--- src/rtl/divider.sv ---
// rtl/divider.sv - 32/16 and 16/8 restoring divider, unsigned (DIV) and signed (IDIV).
// Overflow is caught before iterating; signed results are corrected in one fixup cycle.
module divider (
  input  logic        clk,
  input  logic        reset,
  input  logic        start,
  input  logic        is_8_bit,
  input  logic        is_signed,
  input  logic [31:0] dividend,
  input  logic [15:0] divisor,
  output logic [15:0] quotient,
  output logic [15:0] remainder,
  output logic        busy,
  output logic        complete,
  output logic        error
);

  typedef enum logic [1:0] {IDLE, WORKING, FIXUP, DONE} state_t;

  state_t      state_q;
  logic [15:0] acc_q, low_q, quo_q, dvs_q;
  logic [4:0]  cnt_q;
  logic        byte_q, signed_q, dvd_neg_q, dvs_neg_q;
  logic [15:0] quotient_q, remainder_q;
  logic        busy_q, complete_q, error_q;

  logic        dvd_neg, dvs_neg, pre_fault;
  logic [31:0] word_abs;
  logic [15:0] byte_abs, dvs_abs, hi_in, lo_in;
  logic [16:0] shifted, diff;
  logic        take;
  logic [15:0] acc_d, lim, q_fix, r_fix, mask;
  logic        range_fault;

  // Magnitudes of the incoming operands and the overflow pre-check.
  always_comb begin
    dvd_neg  = is_signed & (is_8_bit ? dividend[15] : dividend[31]);
    dvs_neg  = is_signed & (is_8_bit ? divisor[7] : divisor[15]);
    word_abs = dvd_neg ? (32'd0 - dividend) : dividend;
    byte_abs = dvd_neg ? (16'd0 - dividend[15:0]) : dividend[15:0];
    if (is_8_bit) begin
      hi_in   = {8'd0, byte_abs[15:8]};
      lo_in   = {byte_abs[7:0], 8'd0};
      dvs_abs = {8'd0, dvs_neg ? (8'd0 - divisor[7:0]) : divisor[7:0]};
    end else begin
      hi_in   = word_abs[31:16];
      lo_in   = word_abs[15:0];
      dvs_abs = dvs_neg ? (16'd0 - divisor) : divisor;
    end
    pre_fault = (dvs_abs == 16'd0) || (hi_in >= dvs_abs);
  end

  // One restoring step plus the signed correction of the final magnitudes.
  always_comb begin
    shifted     = {acc_q, low_q[15]};
    diff        = shifted - {1'b0, dvs_q};
    take        = shifted >= {1'b0, dvs_q};
    acc_d       = take ? diff[15:0] : shifted[15:0];
    lim         = byte_q ? 16'h007F : 16'h7FFF;
    mask        = byte_q ? 16'h00FF : 16'hFFFF;
    range_fault = signed_q && (quo_q > lim);
    q_fix       = ((dvd_neg_q ^ dvs_neg_q) ? (16'd0 - quo_q) : quo_q) & mask;
    r_fix       = (dvd_neg_q ? (16'd0 - acc_q) : acc_q) & mask;
  end

  always_ff @(posedge clk) begin
    if (reset) begin
      state_q     <= IDLE;
      acc_q       <= '0;
      low_q       <= '0;
      quo_q       <= '0;
      dvs_q       <= '0;
      cnt_q       <= '0;
      byte_q      <= 1'b0;
      signed_q    <= 1'b0;
      dvd_neg_q   <= 1'b0;
      dvs_neg_q   <= 1'b0;
      quotient_q  <= '0;
      remainder_q <= '0;
      busy_q      <= 1'b0;
      complete_q  <= 1'b0;
      error_q     <= 1'b0;
    end else begin
      complete_q <= 1'b0;
      case (state_q)
        IDLE: begin
          if (start) begin
            acc_q     <= hi_in;
            low_q     <= lo_in;
            quo_q     <= '0;
            dvs_q     <= dvs_abs;
            cnt_q     <= is_8_bit ? 5'd8 : 5'd16;
            byte_q    <= is_8_bit;
            signed_q  <= is_signed;
            dvd_neg_q <= dvd_neg;
            dvs_neg_q <= dvs_neg;
            if (pre_fault) begin
              state_q     <= DONE;
              complete_q  <= 1'b1;
              error_q     <= 1'b1;
              quotient_q  <= '0;
              remainder_q <= '0;
            end else begin
              state_q <= WORKING;
              busy_q  <= 1'b1;
            end
          end
        end
        WORKING: begin
          acc_q <= acc_d;
          low_q <= {low_q[14:0], 1'b0};
          quo_q <= {quo_q[14:0], take};
          cnt_q <= cnt_q - 5'd1;
          if (cnt_q == 5'd1) state_q <= FIXUP;
        end
        FIXUP: begin
          state_q     <= DONE;
          busy_q      <= 1'b0;
          complete_q  <= 1'b1;
          error_q     <= range_fault;
          quotient_q  <= range_fault ? 16'd0 : q_fix;
          remainder_q <= range_fault ? 16'd0 : r_fix;
        end
        default: state_q <= IDLE;
      endcase
    end
  end

  assign quotient  = quotient_q;
  assign remainder = remainder_q;
  assign busy      = busy_q;
  assign complete  = complete_q;
  assign error     = error_q;

endmodule

--- config.mk ---
export PLATFORM = sky130hd
export DESIGN_NAME = divider
export DESIGN_NICKNAME = d
export VERILOG_FILES = /design/src/rtl/divider.sv
export SDC_FILE = /design/constraint.sdc
export NUM_CORES = 1
export LEC_CHECK = 0
export BUFFER_PORTS_ARGS = -buffer_cell sky130_fd_sc_hd__clkbuf_2
export CAP_MARGIN = 20
export CORE_ASPECT_RATIO = 0.7
export CORE_MARGIN = 2
export CORE_UTILIZATION = 45
export DETAILED_ROUTE_END_ITERATION = 8
export PLACE_DENSITY = 0.68
export REMOVE_ABC_BUFFERS = 1
export SYNTH_ARGS = -nofsm -noshare
export SYNTH_HDL_FRONTEND = slang
export SYNTH_SLANG_ARGS = --single-unit
--- constraint.sdc ---
create_clock -name clk -period 5.6 [get_ports clk]
set_clock_uncertainty 0.2 [all_clocks]
set_input_delay 0.28 -clock clk [delete_from_list [all_inputs] [get_ports clk]]
set_output_delay 0.28 -clock clk [all_outputs]
set_load 0.03 [all_outputs]
==> qor.csv <==
stage,metric,value,unit
status,status,finished clean,
route,drc_errors,0,
timing,timing.setup.tns,0,ps
pwr,p_int,0.00212,W
setup_path,reg2regPathDepth,10,
global_route,grt_overflow,0,
timing,grt_setup_unrepaired,false,
setup_path,crit_slowest_cell,nor4bb_1,
logic_synthesis,syn_area_per_cell,7.90,um^2
clocking,clock_sinks,110,
setup_path,cp.arrival,4860,ps
clocking,clk_pin_slew,80,ps
global_route,grt_pass1_vias,7043,
placed_design,place_congestion,0.969,
hold_path,hold_end,low_q[0],
pwr,switching_share,0.479,
logic_synthesis,synth_top_area_cell,dfxtp_1,
route,finalWirelength,23.1,mm
floorplan,coreArea,17300,um^2
timing,max-slew-margin-rel,0.369,
placed_design,placed_area,8690,um^2
global_route,grt_max_degree,59,
logic_synthesis,synth-seq-area-share,0.273,
floorplan,die-area,19000,um^2
hold_path,hp-start,dividend[0],
global_route,track_usage,0.248,
setup_path,cp-start-kind,input pin,
logic_synthesis,synthAdderAreaFrac,0.0833,
clocking,post_cts_buffers,0,
logic_synthesis,netlist_area,8050,um^2
logic_synthesis,synth_common_cells,"nor2_1 (137), dfxtp_1 (110), nand2_1 (75)",
timing,fmax,0.209,GHz
flow_run,drv_cap,0,
timing,final_hold_viol_count,0,
timing,worstMarginPinSlew,946,ps
setup_path,cpLargestDelayFamily,simple AND/OR/NAND/NOR gates,
clocking,clk_latency,360,ps
logic_synthesis,synth_cell_types,75,
setup_path,r2r-start,byte_q,
logic_synthesis,ys.flop_type,dfxtp_1,
route,via_per_inst,5.92,
final_layout,regArea,2200,um^2
clocking,cts_inserted_buffers,9,
floorplan,die_w,164,um
logic_synthesis,yosys.cell_count.top_type,nor2_1,
logic_synthesis,synth_top_cell_area_share,0.273,
setup_path,worstSetupEndpointType,flip-flop,
final_layout,drive_gt1_frac,0.139,
setup_path,rrSetupSlack,1890,ps
pwr,power.density,452,nW/um^2
timing,period_share,0.853,
timing,maxSlewViolCount,0,
global_route,grt_pass1_wl,37.5,mm
route,via_count,7766,
setup_path,crit_required,5680,ps
clocking,cts_hold_buf,0,
route,drtAntennaViolNets,0,
hold_path,hp-class,input pin to flip-flop,
logic_synthesis,async_flop_share,0,
final_layout,antenna_cells,0,
logic_synthesis,synth_cells,1019,
route,wl_per_cell,17.6,um
floorplan,io_pins,88,
clocking,cts_tree,yes,
logic_synthesis,synth_warnings,0,
final_layout,fillCellCount,1727,
pwr,leakagePower,3.72,nW
pwr,comb_power_share,0.571,
logic_synthesis,synth-compound-area-share,0.251,
clocking,post_cts_resized,0,
setup_path,cp_max_fo,16,
route,drtPass1Iterations,6,
setup_path,worst_path_most_repeated_cell,a21oi_1,
floorplan,core.rowCount,40,
hold_path,hold_depth,3,
logic_synthesis,synthMuxAreaShare,0.0474,
final_layout,finalInstanceArea,9000,um^2
logic_synthesis,yosys.area_share.simple,0.207,
timing,period_needed,4780,ps
global_route,antenna_found_initial,0,
pwr,p_switching,0.00195,W
logic_synthesis,synth_area_leaders,"dfxtp_1 (27%), ha_1 (8.1%), nor2_1 (6.4%)",
placed_design,portBuffers,87,
setup_path,cp_slowest_stage_delay,750,ps
floorplan,initial_utilization,0.465,
timing,setup_viol,0,
final_layout,multi_input_area,5420,um^2
setup_path,worstSetupPathType,input pin to flip-flop,
logic_synthesis,synth_top_family_by_area,compound AO/OA/AOI/OAI gates,
setup_path,worst-path-buf-inv,2,
pwr,seqPwrFrac,0.262,
setup_path,crit_chain,clkbuf_2 -> or4_1 -> nor4bb_1 -> and2_1 -> a21oi_1 -> xnor2_1 -> nor2_1 -> ha_1 -> a21o_1 -> a21o_1 -> a21oi_1 -> o211ai_1 -> a21oi_1 -> o31a_1 -> o21a_1 -> buf_12 -> mux2i_1,
placed_design,dp.final_hpwl,17.2,mm
logic_synthesis,ys_ff_latch,110,
logic_synthesis,synth_edf_count,0,
route,first_iter_violations,602,
pwr,irDropWorstVdd,0.295,mV
clocking,clk_root_buffer_cell,clkbuf_16,
floorplan,die_h,116,um
clocking,cts_buffer_depth,2,
setup_path,r2r-end,remainder[15],
final_layout,nets,1182,
logic_synthesis,synth-xor-area-share,0.0827,
final_layout,layout-area-overhead-vs-synth,11.7,%
clocking,htree_levels,3,
pwr,p_clk_frac,0.167,
-- placed cells by master, fill, tap and decap left out, drive strengths merged, types with 16 or more instances in the layout --
cell type  count
a211oi        18
a22oi         19
a21oi         70
nor2b         23
nor2         137
xnor2         43
mux2i         16
dfxtp        110
ha            52
nand2         75
xor2          33
clkbuf        95
nand3         23
inv           46
buf           22
nor3          19
mux2          19
o21ai         59
-- power by group through the flow --
stage                     logic (W)  registers [W]  clock network (W)
final                       0.00233        0.00107           0.000678
after detailed placement    0.00226        0.00108                  0
after global placement      0.00226        0.00108                  0
after global routing        0.00256        0.00109           0.000719
after floorplan             0.00160        0.00106                  0
after CTS                   0.00228        0.00106           0.000687
-- metrics by stage --
stage	cells	setup WS [ps]	utilization	total power [W]	hold WS (ps)
floorplan	957	439	-	0.00266	149
global placement	1296	771	0.502	0.00334	243
detailed placement	1296	593	0.502	0.00335	246
CTS	1312	950	0.520	0.00403	30.1
global route	1312	679	0.520	0.00436	49.2
finish	1312	824	0.520	0.00407	33.8
-- logic make-up after synthesis --
logic type      count (synthesis)
fa+ha+maj                      53
simple gates                  347
flops                         110
mux                            35
xor+xnor                       76
buf+inv                       108
compound gates                290
-- registers in the layout, indices dropped and copies added, names as in the netlist --
| register | cells |
|---|---|
| busy | 1 |
| quotient | 16 |
| low_q | 16 |
| state_q | 2 |
| signed_q | 1 |
| dvd_neg_q | 1 |
| complete | 1 |
| dvs_neg_q | 1 |
| quo_q | 16 |
| acc_q | 16 |
| remainder | 16 |
| byte_q | 1 |
| error | 1 |
| dvs_q | 16 |
| cnt_q | 5 |
-- worst reg2reg max path: cells and delay by family (launching register included) --
family,cells,cell delay [ps]
simple gates,2,820
flops,1,540
compound gates,5,1400
buf+inv,1,230
mux,1,150
fa+ha+maj,1,320
-- routing by layer --
metal  GRT usage  up-vias  part of all wire
li1            -     3819                 -
met4      0.0450        0            0.0089
met1       0.389     3682              0.52
met3      0.0426       16             0.068
met2       0.354      249              0.41
met5           0        -                 0
-- cell type report --
cell class,instances,area share
Timing Repair Buffer,108,0.0676
Clock buffer,9,0.0250
Sequential cell,110,0.245
Inverter,46,0.0192
Multi-Input combinational cell,801,0.602
Tap cell,231,0.0321
Clock inverter,7,0.00918
-- worst max path at each step --
stage | from | end | slack [ps] | depth (start not counted)
2_1_floorplan | dividend[4] | quotient[12] | 440 | 15
3_3_place_gp | dividend[4] | quotient[1] | 770 | 17
3_5_place_dp | dividend[4] | quotient[3] | 590 | 17
4_1_cts | dividend[4] | quotient[3] | 950 | 17
5_1_grt | dividend[4] | quotient[3] | 680 | 17
6_report | dividend[4] | quotient[3] | 820 | 17
Note: power is estimated with default switching activity, not from simulation.
